<file path="src/rtl/uart_regs_pkg.sv">
// Shared definitions for the UART APB register block: register map, field
// positions, interrupt identification codes and the RX trigger-level decode.
package uart_regs_pkg;

  localparam logic [7:0] OFF_DR     = 8'h00;
  localparam logic [7:0] OFF_IER    = 8'h04;
  localparam logic [7:0] OFF_IIR    = 8'h08;
  localparam logic [7:0] OFF_LCR    = 8'h0C;
  localparam logic [7:0] OFF_FCR    = 8'h10;
  localparam logic [7:0] OFF_LSR    = 8'h14;
  localparam logic [7:0] OFF_DLR    = 8'h18;
  localparam logic [7:0] OFF_STAT   = 8'h1C;
  localparam logic [7:0] MAX_OFFSET = 8'h1C;

  localparam int IER_ERBI  = 0;
  localparam int IER_ETBEI = 1;
  localparam int IER_ELSI  = 2;

  localparam int FCR_FIFOEN = 0;
  localparam int FCR_RXCLR  = 1;
  localparam int FCR_TXCLR  = 2;

  localparam logic [2:0] INTID_NONE = 3'b000;
  localparam logic [2:0] INTID_THRE = 3'b001;
  localparam logic [2:0] INTID_RDA  = 3'b010;
  localparam logic [2:0] INTID_LS   = 3'b011;

  typedef enum logic [0:0] {
    APB_IDLE = 1'b0,
    APB_RESP = 1'b1
  } apb_state_e;

  // With the FIFOs disabled the receiver holds a single byte, so any byte triggers.
  function automatic int rx_trigger_level(input logic fifo_en, input logic [1:0] sel,
                                          input int depth);
    if (!fifo_en) return 1;
    case (sel)
      2'd0:    return 1;
      2'd1:    return depth / 4;
      2'd2:    return depth / 2;
      default: return depth - 2;
    endcase
  endfunction

endpackage

</file>
<file path="src/rtl/uart_sync_fifo.sv">
// Synchronous FIFO with flush and a single-entry mode; push and pop may
// coincide even when full, and flush overrides both.
module uart_sync_fifo #(
  parameter int WIDTH = 8,
  parameter int DEPTH = 16,
  localparam int AW = $clog2(DEPTH),
  localparam int CW = AW + 1
) (
  input  logic             apb_clk_in,
  input  logic             apb_rstn_in,
  input  logic             depth_one,
  input  logic             flush,
  input  logic             push,
  input  logic [WIDTH-1:0] wr_data,
  input  logic             pop,
  output logic [WIDTH-1:0] rd_data,
  output logic [CW-1:0]    count,
  output logic             full,
  output logic             empty
);

  logic [WIDTH-1:0] mem [DEPTH];
  logic [AW-1:0]    wr_ptr;
  logic [AW-1:0]    rd_ptr;
  logic             push_en;
  logic             pop_en;

  assign empty   = (count == '0);
  assign full    = depth_one ? (count != '0) : (count == CW'(DEPTH));
  assign pop_en  = pop && !empty;
  assign push_en = push && (!full || pop_en);
  assign rd_data = empty ? '0 : mem[rd_ptr];

  always_ff @(posedge apb_clk_in or negedge apb_rstn_in) begin
    if (!apb_rstn_in) begin
      wr_ptr <= '0;
      rd_ptr <= '0;
      count  <= '0;
    end else if (flush) begin
      wr_ptr <= '0;
      rd_ptr <= '0;
      count  <= '0;
    end else begin
      if (push_en) wr_ptr <= wr_ptr + 1'b1;
      if (pop_en)  rd_ptr <= rd_ptr + 1'b1;
      case ({push_en, pop_en})
        2'b10:   count <= count + 1'b1;
        2'b01:   count <= count - 1'b1;
        default: count <= count;
      endcase
    end
  end

  always_ff @(posedge apb_clk_in) begin
    if (push_en && !flush) mem[wr_ptr] <= wr_data;
  end

endmodule

</file>
<file path="src/rtl/uart_apb_regs_fifo.sv">
// APB3 register file for the UART: TX/RX FIFOs behind DR, line status,
// prioritised interrupt identification and a fixed one-wait-state handshake.
module uart_apb_regs_fifo #(
  parameter int                        APB_DATA_WIDTH = 32,
  parameter int                        APB_ADDR_WIDTH = 32,
  parameter logic [APB_ADDR_WIDTH-1:0] UART_REG_BASE  = 32'ha0300000,
  parameter int                        FIFO_DEPTH     = 16,
  parameter logic [15:0]               DLR_RESET      = 16'd0
) (
  input  logic                      apb_clk_in,
  input  logic                      apb_rstn_in,
  input  logic [APB_ADDR_WIDTH-1:0] apb_addr_in,
  input  logic                      apb_psel_in,
  input  logic                      apb_penable_in,
  input  logic                      apb_write_in,
  input  logic [APB_DATA_WIDTH-1:0] apb_wdata_in,
  output logic [APB_DATA_WIDTH-1:0] apb_rdata_out,
  output logic                      apb_ready_out,
  output logic                      apb_slverr_out,
  output logic [7:0]                tx_data_out,
  output logic                      tx_valid_out,
  input  logic                      tx_ready_in,
  input  logic                      tx_idle_in,
  input  logic [7:0]                rx_data_in,
  input  logic                      rx_valid_in,
  input  logic                      rx_pe_in,
  input  logic                      rx_fe_in,
  input  logic                      rx_bi_in,
  output logic [6:0]                lcr_out,
  output logic [15:0]               dlr_out,
  output logic                      irq_out
);
  import uart_regs_pkg::*;

  localparam int CW = $clog2(FIFO_DEPTH) + 1;

  // Handshakes: an APB transfer completes on the single cycle apb_ready_out is
  // high (rdata/slverr valid only then); the core takes the TX head on any
  // cycle where tx_valid_out & tx_ready_in; rx_valid_in is a one-cycle push.
  apb_state_e apb_state, apb_state_nxt;

  logic [2:0]  ier;
  logic [6:0]  lcr;
  logic        fifoen;
  logic [1:0]  rxfiftl;
  logic [15:0] dlr;
  logic [3:0]  lsr_err;
  logic        thre_latch;
  logic        tx_empty_q;
  logic        irq_q;

  logic [7:0]    tx_head, rx_head;
  logic [CW-1:0] tx_count, rx_count;
  logic          tx_full, tx_empty, rx_full, rx_empty;

  always_ff @(posedge apb_clk_in or negedge apb_rstn_in) begin
    if (!apb_rstn_in) apb_state <= APB_IDLE;
    else              apb_state <= apb_state_nxt;
  end

  always_comb begin
    apb_state_nxt = apb_state;
    apb_ready_out = 1'b0;
    case (apb_state)
      APB_IDLE: if (apb_psel_in && apb_penable_in) apb_state_nxt = APB_RESP;
      APB_RESP: begin
        apb_ready_out = 1'b1;
        apb_state_nxt = APB_IDLE;
      end
      default: apb_state_nxt = APB_IDLE;
    endcase
  end

  logic [7:0] off;
  logic       base_ok, ro_off, xfer_err, fire, wr_fire, rd_fire;

  assign off      = apb_addr_in[7:0];
  assign base_ok  = (apb_addr_in[APB_ADDR_WIDTH-1:8] == UART_REG_BASE[APB_ADDR_WIDTH-1:8]);
  assign ro_off   = (off == OFF_IIR) || (off == OFF_LSR) || (off == OFF_STAT);
  assign xfer_err = !base_ok || (off > MAX_OFFSET) || (off[1:0] != 2'b00) ||
                    (apb_write_in && ro_off) ||
                    (apb_write_in && (off == OFF_DR) && tx_full);
  assign fire     = apb_ready_out && !xfer_err;
  assign wr_fire  = fire && apb_write_in;
  assign rd_fire  = fire && !apb_write_in;

  logic dr_wr, dr_rd, ier_wr, lcr_wr, fcr_wr, dlr_wr, iir_rd, lsr_rd;
  assign dr_wr  = wr_fire && (off == OFF_DR);
  assign ier_wr = wr_fire && (off == OFF_IER);
  assign lcr_wr = wr_fire && (off == OFF_LCR);
  assign fcr_wr = wr_fire && (off == OFF_FCR);
  assign dlr_wr = wr_fire && (off == OFF_DLR);
  assign dr_rd  = rd_fire && (off == OFF_DR);
  assign iir_rd = rd_fire && (off == OFF_IIR);
  assign lsr_rd = rd_fire && (off == OFF_LSR);

  // Changing FIFOEN empties both FIFOs so no byte straddles the depth change.
  logic flush_both, tx_flush, rx_flush, tx_pop, rx_pop_ok, rx_accept, rx_overrun;
  logic [3:0] lsr_set;
  assign flush_both = fcr_wr && (apb_wdata_in[FCR_FIFOEN] != fifoen);
  assign tx_flush   = flush_both || (fcr_wr && apb_wdata_in[FCR_TXCLR]);
  assign rx_flush   = flush_both || (fcr_wr && apb_wdata_in[FCR_RXCLR]);
  assign tx_pop     = !tx_empty && tx_ready_in;
  assign rx_pop_ok  = dr_rd && !rx_empty;
  assign rx_accept  = rx_valid_in && !rx_flush && (!rx_full || rx_pop_ok);
  assign rx_overrun = rx_valid_in && !rx_flush && rx_full && !rx_pop_ok;
  assign lsr_set    = {rx_bi_in && rx_accept, rx_fe_in && rx_accept,
                       rx_pe_in && rx_accept, rx_overrun};

  uart_sync_fifo #(.WIDTH(8), .DEPTH(FIFO_DEPTH)) u_tx_fifo (
    .apb_clk_in (apb_clk_in),
    .apb_rstn_in(apb_rstn_in),
    .depth_one  (!fifoen),
    .flush      (tx_flush),
    .push       (dr_wr),
    .wr_data    (apb_wdata_in[7:0]),
    .pop        (tx_pop),
    .rd_data    (tx_head),
    .count      (tx_count),
    .full       (tx_full),
    .empty      (tx_empty)
  );

  uart_sync_fifo #(.WIDTH(8), .DEPTH(FIFO_DEPTH)) u_rx_fifo (
    .apb_clk_in (apb_clk_in),
    .apb_rstn_in(apb_rstn_in),
    .depth_one  (!fifoen),
    .flush      (rx_flush),
    .push       (rx_valid_in),
    .wr_data    (rx_data_in),
    .pop        (dr_rd),
    .rd_data    (rx_head),
    .count      (rx_count),
    .full       (rx_full),
    .empty      (rx_empty)
  );

  always_ff @(posedge apb_clk_in or negedge apb_rstn_in) begin
    if (!apb_rstn_in) begin
      ier        <= '0;
      lcr        <= '0;
      fifoen     <= 1'b0;
      rxfiftl    <= '0;
      dlr        <= DLR_RESET;
      lsr_err    <= '0;
      thre_latch <= 1'b1;
      tx_empty_q <= 1'b1;
    end else begin
      if (ier_wr) ier <= apb_wdata_in[2:0];
      if (lcr_wr) lcr <= apb_wdata_in[6:0];
      if (dlr_wr) dlr <= apb_wdata_in[15:0];
      if (fcr_wr) begin
        fifoen  <= apb_wdata_in[FCR_FIFOEN];
        rxfiftl <= apb_wdata_in[7:6];
      end
      lsr_err    <= (lsr_err & ~{4{lsr_rd}}) | lsr_set;
      tx_empty_q <= tx_empty;
      if (tx_empty && !tx_empty_q) thre_latch <= 1'b1;
      else if (iir_rd || dr_wr)    thre_latch <= 1'b0;
    end
  end

  logic [CW-1:0] rx_trig;
  logic [2:0]    intid;
  logic          ipend;
  assign rx_trig = CW'(rx_trigger_level(fifoen, rxfiftl, FIFO_DEPTH));

  always_comb begin
    intid = INTID_NONE;
    ipend = 1'b1;
    if (ier[IER_ELSI] && (lsr_err != '0)) begin
      intid = INTID_LS;
      ipend = 1'b0;
    end else if (ier[IER_ERBI] && (rx_count >= rx_trig)) begin
      intid = INTID_RDA;
      ipend = 1'b0;
    end else if (ier[IER_ETBEI] && thre_latch) begin
      intid = INTID_THRE;
      ipend = 1'b0;
    end
  end

  always_ff @(posedge apb_clk_in or negedge apb_rstn_in) begin
    if (!apb_rstn_in) irq_q <= 1'b0;
    else              irq_q <= !ipend;
  end

  logic [31:0] rd_val;
  always_comb begin
    rd_val = 32'h0;
    case (off)
      OFF_DR:   rd_val = {24'h0, rx_head};
      OFF_IER:  rd_val = {29'h0, ier};
      OFF_IIR:  rd_val = {28'h0, intid, ipend};
      OFF_LCR:  rd_val = {25'h0, lcr};
      OFF_FCR:  rd_val = {24'h0, rxfiftl, 5'b0, fifoen};
      OFF_LSR:  rd_val = {25'h0, tx_empty && tx_idle_in, tx_empty, lsr_err, !rx_empty};
      OFF_DLR:  rd_val = {16'h0, dlr};
      OFF_STAT: rd_val = {16'(tx_count), 16'(rx_count)};
      default:  rd_val = 32'h0;
    endcase
  end

  assign apb_rdata_out  = (apb_ready_out && !apb_write_in && !xfer_err) ?
                          APB_DATA_WIDTH'(rd_val) : '0;
  assign apb_slverr_out = apb_ready_out && xfer_err;
  assign tx_data_out    = tx_head;
  assign tx_valid_out   = !tx_empty;
  assign lcr_out        = lcr;
  assign dlr_out        = dlr;
  assign irq_out        = irq_q;

  logic unused_wdata;
  assign unused_wdata = ^apb_wdata_in[APB_DATA_WIDTH-1:16];

endmodule

</file>
<file path="config.mk">
export PLATFORM = sky130hd
export DESIGN_NAME = uart_apb_regs_fifo
export DESIGN_NICKNAME = d
export VERILOG_FILES = /design/src/rtl/uart_regs_pkg.sv /design/src/rtl/uart_sync_fifo.sv /design/src/rtl/uart_apb_regs_fifo.sv
export SDC_FILE = /design/constraint.sdc
export NUM_CORES = 1
export LEC_CHECK = 0
export BUFFER_PORTS_ARGS = -buffer_cell sky130_fd_sc_hd__buf_2
export CORE_MARGIN = 2
export CORE_UTILIZATION = 30
export CTS_CLUSTER_SIZE = 30
export DETAILED_ROUTE_END_ITERATION = 6
export MAX_ROUTING_LAYER = met4
export PLACE_DENSITY = 0.57
export REMOVE_ABC_BUFFERS = 1
export SETUP_SLACK_MARGIN = 0.1
export SYNTH_ARGS = -nofsm -noshare
export SYNTH_HDL_FRONTEND = slang
export SYNTH_SLANG_ARGS = --single-unit
</file>
<file path="constraint.sdc">
create_clock -name apb_clk_in -period 3.91 [get_ports apb_clk_in]
set_clock_uncertainty 0.1 [all_clocks]
set_input_delay 0.782 -clock apb_clk_in [delete_from_list [all_inputs] [get_ports apb_clk_in]]
set_output_delay 0.782 -clock apb_clk_in [all_outputs]
set_load 0.05 [all_outputs]
</file>
==> results.cfg <==
[cells_and_area]
layout.nets = 1145
layout.filler_cells = 4204
sequential_cell_area_mm2 = 0.009274
antenna_cells = 0
multiInputGateArea_mm2 = 0.004471
final_layout_size_suffix_gt1_share_pct = 38.67
syn_to_final_growth_pct = 24.12
final-instance-count-excl-fill = 1668

[power]
power.static_leakage_uw = 0.006335
p_int_uw = 6603
comb_power_share_pct = 22.8
clock_share_of_power_pct = 32.8
ir_drop_worst_case_vdd_mv = 0.6931
sequentialPowerShare_pct = 44.4
p_per_area_mw_per_mm2 = 540.3
total_switching_power_uw = 2739
p_sw_share_pct = 29.32

[synthesis]
synth-edff-count = 256
synth_top_area_cell = edfxtp_1
yosys_most_used_dff = edfxtp_1
postSynthRegisterBits = 319
synth_async_sr_flop_share_pct = 19.75
synth.distinct_cells = 61
synth_largest_type_area_fraction_pct = 55.19
leading_post_synthesis_cells_by_cell_area = edfxtp_1, mux4_2, dfrtp_1
synth_warnings = 0
netlist_area_mm2 = 0.01393
synth.yosys.seq_area_share_pct = 66.52
synthesis.area_per_instance_um2 = 16.72
synth.most_common_cell = edfxtp_1
synth_common_cells = edfxtp_1, mux4_2, dfrtp_1
gate_count_of_the_mapped_netlist = 833

[floorplan]
die_height_um = 219.5
io-pin-count = 150
floorplan.core_area_mm2 = 0.04558
floorplan.initialDensity_pct = 30.56
die-area_mm2 = 0.04817
placement_rows = 78
die_width_um = 219.5

[timing]
peak_clock_frequency_supported_by_timing_mhz = 262.1
rsz_0062_raised_after_global_routing = yes
tightest_slew_ps = 888.9
slew-limit-headroom_pct = 40.74
finalCriticalPeriod_ps = 3816
slew_viol_final = 0
timing.final.crit_share_pct = 97.60
fin_setup_tns_ps = 0
finalSetupViolCount = 0
hold_violations = 0

[route]
detail-route-antenna-nets = 0
avgRoutedWirePerCell_um = 20.57
detail_route.first_pass.iterations = 5
drc_errors_left = 0
drtIter0Drc = 544
routed_wirelength_um = 34310
routed-via-count = 8212
routed_via_density = 4.923

[clocking]
cts_num_sinks = 319
clock_transition_at_the_registers_of_the_reported_paths_ps = 60
cts_hold_buffers = 0
cts_inserted_buffers = 34
cts_root_buf = clkbuf_16
largest_buffer_count_on_any_clock_path = 3
h-tree-depth = 2
tritoncts_clock_tree = done
worst_skew_pair.late_latency_ps = 520

[min_path]
worst_min_delay_path_class = in2async

[worst_setup_path]
worst-setup-path-type = reg2out
critical_path.startpoint_type = flop
timing.critical_path.to_type = output pin
critPathMaxFanout = 8
worstPathRequired_ps = 3030
worstPathArrival_ps = 2930

[global_routing]
via_count_of_the_first_global_routing_pass = 8298
grt_overflow = 0
global_route_wire_length_before_repair_um = 52150
grt_util_all_layers_pct = 14.95
largest_net_degree_at_the_start_of_global_routing = 64
antenna_found_initial = 2

[run]
maxCapViolCount = 0

[place]
place.detailed.hpwl_um = 24220
gp_congestion = 0.8291
placement.io_buffers = 122
dp_cells = 1595

[run_status]
outcome = finished, final reports clean
==> critical path: stages, from the launching register on <==
cell,delay [ps]
dfrtp_4,530
buf_12,130
buf_12,130
mux4_2,500
mux4_2,520
a222oi_1,310
nor2_1,130
buf_6,170
==> what timing repair did <==
action / in CTS / in global routing
endpoints found under the setup margin: 13 / 28
resized for setup: 16 / 23
cloned: 0 / 1
pin swaps: 6 / 6
setup buffers: 4 / 6
==> cells in the final DEF, fill, tap and decap left out, types with 9 or more instances in the layout <==
cell       synthesis  final
nand2_1           33     31
edfxtp_1         256    256
inv_1             18     18
o21ai_0           19     19
nor4_2             6     12
buf_12             0     20
clkbuf_1          27     13
mux4_2            82     82
dfrtp_1           61     59
buf_6              2     11
nand4_1           10     10
nor3_1            12     12
xor2_1             9      9
clkbuf_16          0     38
nor2_1            44     44
conb_1             1     11
buf_2              2    109
a21oi_1           15     14
and2_1            18     18
nand3_1           16     16
and3_1            25     25
buf_4             11     76
ha_1              19     19
mux2_2            32     32
==> logic make-up (layout without fill, tap and decap cells) <==
| logic type | Yosys count | in the layout | share of synthesized area, % |
|---|---|---|---|
| fa+ha+maj | 20 | 20 | 1.850 |
| other cells | 1 | 11 | 0.02692 |
| compound gates | 71 | 71 | 3.422 |
| simple gates | 210 | 210 | 8.291 |
| xor+xnor | 16 | 16 | 1.006 |
| mux | 123 | 123 | 16.49 |
| flops | 319 | 319 | 66.52 |
| buf+inv | 73 | 298 | 2.389 |
==> layout make-up <==
class	instances	share of cell area, %
tap	600	4.342
multi-input combinational	451	25.86
timing repair buffer	217	9.632
clock buffer	51	5.717
sequential	319	53.64
clock inverter	11	0.3980
inverter	19	0.4125
==> per-layer routing <==
| layer | up-vias | track usage [%] | share of wire, % | wire length (µm) |
|---|---|---|---|---|
| li1 | 3710 | - | - | - |
| met1 | 4221 | 19.53 | 43 | 14900 |
| met2 | 215 | 23.88 | 49 | 16690 |
| met3 | 66 | 2.484 | 5.2 | 1797 |
| met4 | 0 | 4.797 | 2.7 | 923 |
| met5 | - | - | 0 | 0 |
==> state kept, by name (all words and copies together), names as in the netlist <==
register and cells:
u_rx_fifo.mem 128, u_tx_fifo.mem 128, dlr_out 16, lcr_out 7, u_rx_fifo.count 5, u_tx_fifo.count 5
lsr_err 4, u_rx_fifo.rd_ptr 4, u_rx_fifo.wr_ptr 4, u_tx_fifo.rd_ptr 4, u_tx_fifo.wr_ptr 4, ier 3
rxfiftl 2, apb_state 1, fifoen 1, irq_out 1, thre_latch 1, tx_empty_q 1
==> through the flow <==
stage | cell area [µm²] | hold WS, ps | total power [µW] | util, % | worst slack (ps)
final | 17290 | 274.3 | 9342 | 37.93 | 93.96
after global routing | 17290 | 338.5 | 9767 | 37.93 | -12.21
after CTS | 17140 | 298.7 | 9442 | 37.61 | 40.78
after detailed placement | 15990 | 410.1 | 6359 | 35.07 | -81.85
after global placement | 15990 | 399.9 | 6314 | 35.07 | -76.51
after floorplan | 13710 | 367.6 | 5562 | - | -671.2
==> power groups by stage <==
stage | registers [µW] | clock network (µW) | logic, µW
4_1_cts | 4150 | 3140 | 2150
3_5_place_dp | 4220 | 0 | 2140
5_1_grt | 4190 | 3280 | 2310
6_report | 4150 | 3060 | 2130
2_1_floorplan | 4210 | 0 | 1350
3_3_place_gp | 4210 | 0 | 2100
==> worst paths after layout <==
check | from | slack (ps) | depth (start not counted) | to
setup / recovery | u_rx_fifo.rd_ptr[0] | 90 | 7 | apb_rdata_out[4]
hold / removal | apb_rstn_in | 270 | 1 | u_rx_fifo.wr_ptr[1]
setup reg to reg | apb_state | 700 | 12 | u_rx_fifo.count[4]
hold reg to reg | dlr_out[13] | 420 | 1 | dlr_out[13]
max in group asynchronous | apb_rstn_in | 2740 | 1 | u_tx_fifo.rd_ptr[0]
min in group apb_clk_in | apb_penable_in | 380 | 3 | apb_state
(Power assumes the default switching activity.)
